## src/rtl/apb_master_arbiter.sv

```systemverilog
// rtl/apb_master_arbiter.sv - round-robin APB2 master shared by NUM_REQ local requesters
module apb_master_arbiter #(
    parameter int         NUM_REQ  = 2,
    parameter int         ADDR_W   = 32,
    parameter int         DATA_W   = 32,
    parameter logic [3:0] BASE_NIB = 4'h8
) (
    input  logic                      clock,
    input  logic                      Presetn,
    input  logic [NUM_REQ-1:0]        req_valid,
    output logic [NUM_REQ-1:0]        req_ready,
    input  logic [NUM_REQ-1:0]        req_write,
    input  logic [NUM_REQ*ADDR_W-1:0] req_addr,
    input  logic [NUM_REQ*DATA_W-1:0] req_wdata,
    output logic [NUM_REQ-1:0]        rsp_valid,
    output logic [DATA_W-1:0]         rsp_rdata,
    output logic                      rsp_err,
    output logic [ADDR_W-1:0]         Paddr,
    output logic [3:0]                Pselx,
    output logic                      Penable,
    output logic                      Pwrite,
    output logic [DATA_W-1:0]         Pwdata,
    input  logic [DATA_W-1:0]         Prdata
);

    localparam int PTR_W = (NUM_REQ > 1) ? $clog2(NUM_REQ) : 1;
    localparam logic [PTR_W:0] NUM_REQ_W = (PTR_W+1)'(NUM_REQ);

    typedef enum logic [1:0] {IDLE, SETUP, ACCESS} state_t;

    state_t             state_q, state_d;
    logic [PTR_W-1:0]   rr_ptr, owner, grant_idx, next_ptr;
    logic [PTR_W:0]     probe, inc;
    logic               grant_valid, grant_hit, accept;
    logic [ADDR_W-1:0]  grant_addr;
    logic [DATA_W-1:0]  grant_wdata;
    logic [NUM_REQ-1:0] grant_onehot;

    // Scan from the highest offset down so the requester closest to rr_ptr wins last.
    always_comb begin
        grant_valid = 1'b0;
        grant_idx   = '0;
        probe       = '0;
        for (int k = NUM_REQ - 1; k >= 0; k--) begin
            probe = {1'b0, rr_ptr} + (PTR_W+1)'(k);
            if (probe >= NUM_REQ_W) probe = probe - NUM_REQ_W;
            if (req_valid[probe[PTR_W-1:0]]) begin
                grant_valid = 1'b1;
                grant_idx   = probe[PTR_W-1:0];
            end
        end
    end

    assign inc          = {1'b0, grant_idx} + (PTR_W+1)'(1);
    assign next_ptr     = (inc == NUM_REQ_W) ? '0 : inc[PTR_W-1:0];
    assign grant_addr   = req_addr[int'(grant_idx)*ADDR_W +: ADDR_W];
    assign grant_wdata  = req_wdata[int'(grant_idx)*DATA_W +: DATA_W];
    assign grant_hit    = (grant_addr[ADDR_W-1 -: 4] == BASE_NIB);
    assign grant_onehot = NUM_REQ'(1) << grant_idx;
    assign accept       = (state_q == IDLE) && grant_valid;
    assign req_ready    = accept ? grant_onehot : '0;

    always_ff @(posedge clock or negedge Presetn) begin
        if (!Presetn) state_q <= IDLE;
        else          state_q <= state_d;
    end

    // Select/enable derive from state so an async reset drops them at once.
    always_comb begin
        state_d = state_q;
        Pselx   = 4'b0000;
        Penable = 1'b0;
        case (state_q)
            IDLE:   if (accept && grant_hit) state_d = SETUP;
            SETUP: begin
                state_d = ACCESS;
                Pselx   = 4'b0001 << Paddr[ADDR_W-5 -: 2];
            end
            ACCESS: begin
                state_d = IDLE;
                Pselx   = 4'b0001 << Paddr[ADDR_W-5 -: 2];
                Penable = 1'b1;
            end
            default: state_d = IDLE;
        endcase
    end

    always_ff @(posedge clock or negedge Presetn) begin
        if (!Presetn) begin
            rr_ptr    <= '0;
            owner     <= '0;
            Paddr     <= '0;
            Pwrite    <= 1'b0;
            Pwdata    <= '0;
            rsp_valid <= '0;
            rsp_rdata <= '0;
            rsp_err   <= 1'b0;
        end else begin
            rsp_valid <= '0;
            if (accept) begin
                owner  <= grant_idx;
                rr_ptr <= next_ptr;
                if (grant_hit) begin
                    Paddr  <= grant_addr;
                    Pwrite <= req_write[grant_idx];
                    Pwdata <= req_write[grant_idx] ? grant_wdata : '0;
                end else begin
                    // Decode miss: answer directly, bus stays untouched.
                    rsp_valid <= grant_onehot;
                    rsp_err   <= 1'b1;
                    rsp_rdata <= '0;
                end
            end
            if (state_q == ACCESS) begin
                rsp_valid <= NUM_REQ'(1) << owner;
                rsp_err   <= 1'b0;
                rsp_rdata <= Pwrite ? '0 : Prdata;
            end
        end
    end

endmodule
```

## config.mk

```make
export PLATFORM = sky130hd
export DESIGN_NAME = apb_master_arbiter
export DESIGN_NICKNAME = d
export VERILOG_FILES = /design/src/rtl/apb_master_arbiter.sv
export SDC_FILE = /design/constraint.sdc
export NUM_CORES = 1
export LEC_CHECK = 0
export CORE_ASPECT_RATIO = 0.8
export CORE_UTILIZATION = 38
export DETAILED_ROUTE_END_ITERATION = 10
export HOLD_SLACK_MARGIN = 0.02
export PLACE_DENSITY = 0.79
export SYNTH_ARGS = -nofsm -noshare
export SYNTH_HDL_FRONTEND = slang
export SYNTH_SLANG_ARGS = --single-unit
```

## constraint.sdc

```tcl
create_clock -name clock -period 2.11 [get_ports clock]
set_clock_uncertainty 0.1 [all_clocks]
set_input_delay 0.3165 -clock clock [delete_from_list [all_inputs] [get_ports clock]]
set_output_delay 0.3165 -clock clock [all_outputs]
set_load 0.03 [all_outputs]
```

# After elaboration in Yosys (flattened, before gate mapping)
# Index checks and enable logic that the tools add are counted.
[totals] register_bits=104 input_bits=166 out_inout_bits=107 wordCells=65
[classes] addsub=4 magnitude_cmp=5 eq_ne=6 shift=5 mux=29 n_reduce_logical=7
[op_table] op="32-bit two-way mux" count=5
[op_table] op="64-bit by 7-bit indexed part select with 32-bit output" count=2
[op_table] op="1-bit two-way mux" count=17
[op_table] op="2-bit two-way mux" count=5
[op_table] op="1-bit by 2-bit < comparator with 1-bit output, second input constant" count=3
[op_table] op="1-bit by 1-bit adder with 2-bit output, second input constant" count=2
[op_table] op="2-bit == test, second input constant" count=2
[op_table] op="4-bit == test, second input constant" count=1
[op_table] op="4-bit two-way mux" count=1
[op_table] op="2-bit by 1-bit inequality test with 1-bit output, second input constant" count=2
[op_table] op="2-bit one-hot mux with 2 select lines" count=1
[op_table] op="2-bit AND reduction" count=2
[op_table] op="1-bit by 1-bit left shift with 2-bit output, first input constant" count=2
[op_table] op="1-bit by 2-bit left shift with 4-bit output, first input constant" count=1
[op_table] op="2-bit by 1-bit == test with 1-bit output, second input constant" count=1
[op_table] op="1-bit by 2-bit greater-or-equal comparator with 1-bit output, second input constant" count=1
[op_table] op="2-bit greater-or-equal comparator, second input constant" count=1
[op_table] op="1-bit logical AND" count=2
[op_table] op="2-bit zero test" count=1
[op_table] op="2-bit nonzero test" count=1
[op_table] op="2-bit OR reduction" count=1
[op_table] op="1-bit subtractor, second input constant" count=2

# Logic depth before layout (Yosys ltp)
[depth] word_depth=12 depth_mapped=7 mapped_depth_nobuf=6

# Worst setup path before layout
# No wires, ideal clock.
[synth_timing] path_type="flip-flop to flip-flop" from="register state_q[0]" to="register Paddr[10]" arrival_time_ns=1.685 setup_slack_ns=0.199 stages_incl_launch_ff=8 path_buffers=2 synth_period_minus_slack_ns=1.911 cell_sequence="dfrtp_1 > inv_1 > ha_1 > o21ai_0 > a21oi_2 > buf_6 > buf_12 > mux2_4"
[synth_between] elab_chain_len=3
[synth_lines] element="from (decl)" line_no="31" rtl="state_t state_q, state_d;"
[synth_lines] element="from (signal assigned)" line_no="65" rtl="else state_q <= state_d;"
[synth_lines] element="2-bit zero test" line_no="60" rtl="assign accept = (state_q == IDLE) && grant_valid;"
[synth_lines] element="1-bit logical AND" line_no="60"
[synth_lines] element="2-bit AND reduction (no line)"
[synth_lines] element="to (signal assigned)" line_no="104" rtl="Paddr <= grant_addr;"
[synth_lines] element="to (decl)" line_no="18" rtl="output logic [ADDR_W-1:0] Paddr,"
# Every way passes these cells.
# A chain may end at the register's enable or synchronous reset.

# Worst setup path after layout
[layout_timing] from="register state_q[1]" to="output Pselx[1]"
[layout_between] elab_chain_len=3 word_cells_on_any_way=4 classes_between="2 x eq/ne; 1 x mux; 1 x reduce/logical"
[layout_lines] element="2-bit == test or 2-bit by 1-bit == test with 1-bit output (tied branches)" line_no="73" rtl="case (state_q)"
[layout_lines] element="2-bit OR reduction (no line) *"
[layout_lines] element="4-bit two-way mux *"
[layout_lines] element="to (decl)" line_no="19" rtl="output logic [3:0] Pselx,"
# Mark *: on every way between the ends. The rest lies on a longest branch, timed or not.

==> reports/qor.txt <==
Worst-path clk slew - 0.07 ns
Crit-path max FO - 4
Reg2Reg Setup Slack - 0.13 ns
Die W - 126 um
Post-DRT Antenna Nets - 0
Endpoints failing hold - 0
DR vias - 3760
Placer Congestion - 0.781
Core Region - 0.0117 mm^2
Synthesized area - 0.00466 mm^2
Worst Max-Slew Pin Slew - 0.679 ns
Synth warn - 0
Setup CP Type - reg -> out
Worst R2R End - Pwdata[25]$_DFFE_PN0P_
#FFs+latches synth - 104
Crit end category - output pin
Synth area leader - dfrtp_1
Gr ovfl total - 0
Slew Limit Fails - 0
Post-synthesis sequential area ratio - 55.8%
Area growth, synth to finish - 72.4%
Min-Delay Path Class - in -> async
GRT busiest layer - met2
Vias per cell - 4.86
Met1 Use GR - 25.4%
Initial antenna violation count - 0
GRT Util Overall - 20.6%
H-tree depth - 3
Required time worst endpoint - 1.69 ns
Total power - 11.0 mW
Post-synth ARST share - 100%
Dpl hpwl - 10000 um
Slowest CP cell - dfrtp_1
Final wirelength - 13000 um
Post-CTS setup buffers - 0
Crit share post-route - 94.1%
Non-filler cells, final - 773
Number of flops mapped to enable cells by yosys - 0
CP Launch Type - flop
CP Cell Sequence - inv_1 -> ha_4 -> and3b_1 -> clkdlybuf4s15_2
CTS tree - done
Syn_area_per_cell - 13.9 um^2
Peak VDD IR - 729 uV
GR Util met2 - 36.4%
Ranking of synthesized cells by area - dfrtp_1 (56%), mux2_2 (11%), mux2i_1 (6.9%), a22o_1 (6.0%), o2bb2ai_1 (6.0%)
Rows - 35
Cell Count Post-Placement - 756
Leak - 3.51 nW
DR DRC count - 0
Status - finished clean
Tmin final - 1.99 ns
CTS buffer count - 9
Relative slew slack - 54.7%
Most frequent cell after synthesis - dfrtp_1
FMAX - 0.504 GHz
Unrepaired setup endpoints after global routing - no
Die Footprint - 0.0127 mm^2
Sink Count - 104
Largest net degree at the start of global routing - 53
M3 GR Usage - 5.36%
Max_cap viols - 0
Distinct cells, synth - 38
Syn_nets - 505
Most used flip-flop cell after synthesis - dfrtp_1
Detailed Route Iter0 Violations - 102
Quantity of I/O buffers inserted on ports - 272
Post-synth top cells - dfrtp_1 (104), mux2_2 (47), a22o_1 (32), mux2i_1 (32), o2bb2ai_1 (32)
Share of cells above drive strength 1 - 18.2%
DR WL/cell - 16.9 um
Top-area cell type share of the netlist area - 55.8%
Initial Util - 39.7%
Synthesized instance count - 335
DRT Pass-1 Iters - 4
Antenna diode count - 0
Final setup viols - 0
I/O pins - 273
Reg-to-Reg Start - state_q[0]$_DFFE_PN0P_
Critical path buffers and inverters - 2
Clock Latency Late Sink - 0.33 ns
Global-route wire length before repair - 20200 um
Top Family by Delay on Critical Path - buffers and inverters
Crit path largest cell delay - 0.39 ns
Cell Pwr Density - 1370 mW/mm^2
Worst R2R Path Depth - 8
Die height - 101 um
Vias in the first global route - 3836
WP data arrival - 1.57 ns
Clock Path Buffers - 2
Layout Utilization - 68.5%
Final #Nets - 790
Root Driver - clkbuf_16
## final cells by class
class | count | area [um^2]
well taps | 148 | 185
multi-input cells | 203 | 1950
flip-flops and latches | 104 | 2600
fillers | 865 | 3700
clock inverters | 7 | 75.1
repair buffers | 297 | 2980
clock buffers | 9 | 225
inverters | 5 | 18.8
## cells by family after synthesis
group | after synthesis | share of synthesized area (%)
AOI/OAI and AO/OA | 79 | 14.5
adders and majority gates | 4 | 1.07
buffers and inverters | 28 | 3.27
DFF | 104 | 55.8
muxes | 88 | 21.1
and+or+nand+nor | 32 | 4.19
## power breakdown
group / switching (mW) / internal [mW]
clock network: 0.732 / 0.933
registers: 0.533 / 2.88
logic: 3.15 / 2.82
## per-layer routing
| metal | share of wire (%) | up-vias |
|---|---|---|
| li1 | - | 1821 |
| met1 | 42 | 1780 |
| met2 | 51 | 146 |
| met3 | 6.3 | 13 |
| met4 | 0.93 | 0 |
| met5 | 0 | - |
## timing repair
action	4_1_cts	5_1_grt
hold endpoints to repair	21	0
endpoints found under the setup margin	20	5
gates resized for setup	15	7
hold buffers	1	0
pin swaps	0	0
## cells in the final DEF (no fill, tap or decap), types with 2 or more instances in the layout
cell type / instances
buf_4: 20
mux2_4: 9
o2bb2ai_1: 32
ha_1: 3
a22o_1: 32
dfrtp_1: 104
clkinv_2: 2
buf_2: 2
nand2_1: 8
nand2b_1: 3
inv_1: 4
mux2i_1: 32
and2_1: 3
mux2_2: 47
a21oi_1: 2
buf_12: 7
nor2_1: 6
inv_6: 4
clkdlybuf4s50_1: 264
nor2b_1: 3
o21ai_0: 2
nand3_2: 2
clkbuf_16: 9
a311o_1: 2
## registers in the layout (all words and copies together), names as in the netlist
| name | count |
|---|---|
| rsp_rdata | 32 |
| state_q | 2 |
| Pwdata | 32 |
| Pwrite | 1 |
| rsp_err | 1 |
| rr_ptr | 1 |
| rsp_valid | 2 |
| Paddr | 32 |
| owner | 1 |
## worst max-delay path by stage
stage                      startpoint                         to  slack [ns]  cells after the start
2_1_floorplan  state_q[0]$_DFFE_PN0P_      Paddr[10]$_DFFE_PN0P_        0.20                      7
3_3_place_gp             req_addr[60]  rsp_rdata[21]$_DFFE_PN0P_       -0.14                      7
3_5_place_dp             req_addr[60]       Paddr[2]$_DFFE_PN0P_       -0.16                      6
4_1_cts        state_q[1]$_DFFE_PN0P_                   Pselx[0]       0.006                      4
5_1_grt        state_q[0]$_DFFE_PN0P_               req_ready[1]        0.03                      6
6_report       state_q[1]$_DFFE_PN0P_                   Pselx[1]        0.12                      4
## metrics by stage
stage                     setup slack [ns]  hold slack (ns)  area (um^2)  setup TNS [ns]
after floorplan                      0.199          -0.0791         4660               0
after global placement              -0.142            0.117         7710          -11.12
after detailed placement            -0.163            0.123         7710          -10.91
after CTS                          0.00559            0.295         8030               0
after global routing                0.0289            0.339         8040               0
final                                0.125            0.302         8040               0
## worst reg2reg max path: stages, from the launching register on
cell	delay (ns)
dfrtp_1	0.40
inv_1	0.15
ha_4	0.15
buf_4	0.13
o21a_1	0.25
nand2_1	0.09
o22a_1	0.24
buf_12	0.18
o2bb2ai_1	0.21
Note: power is estimated with default switching activity, not from simulation.
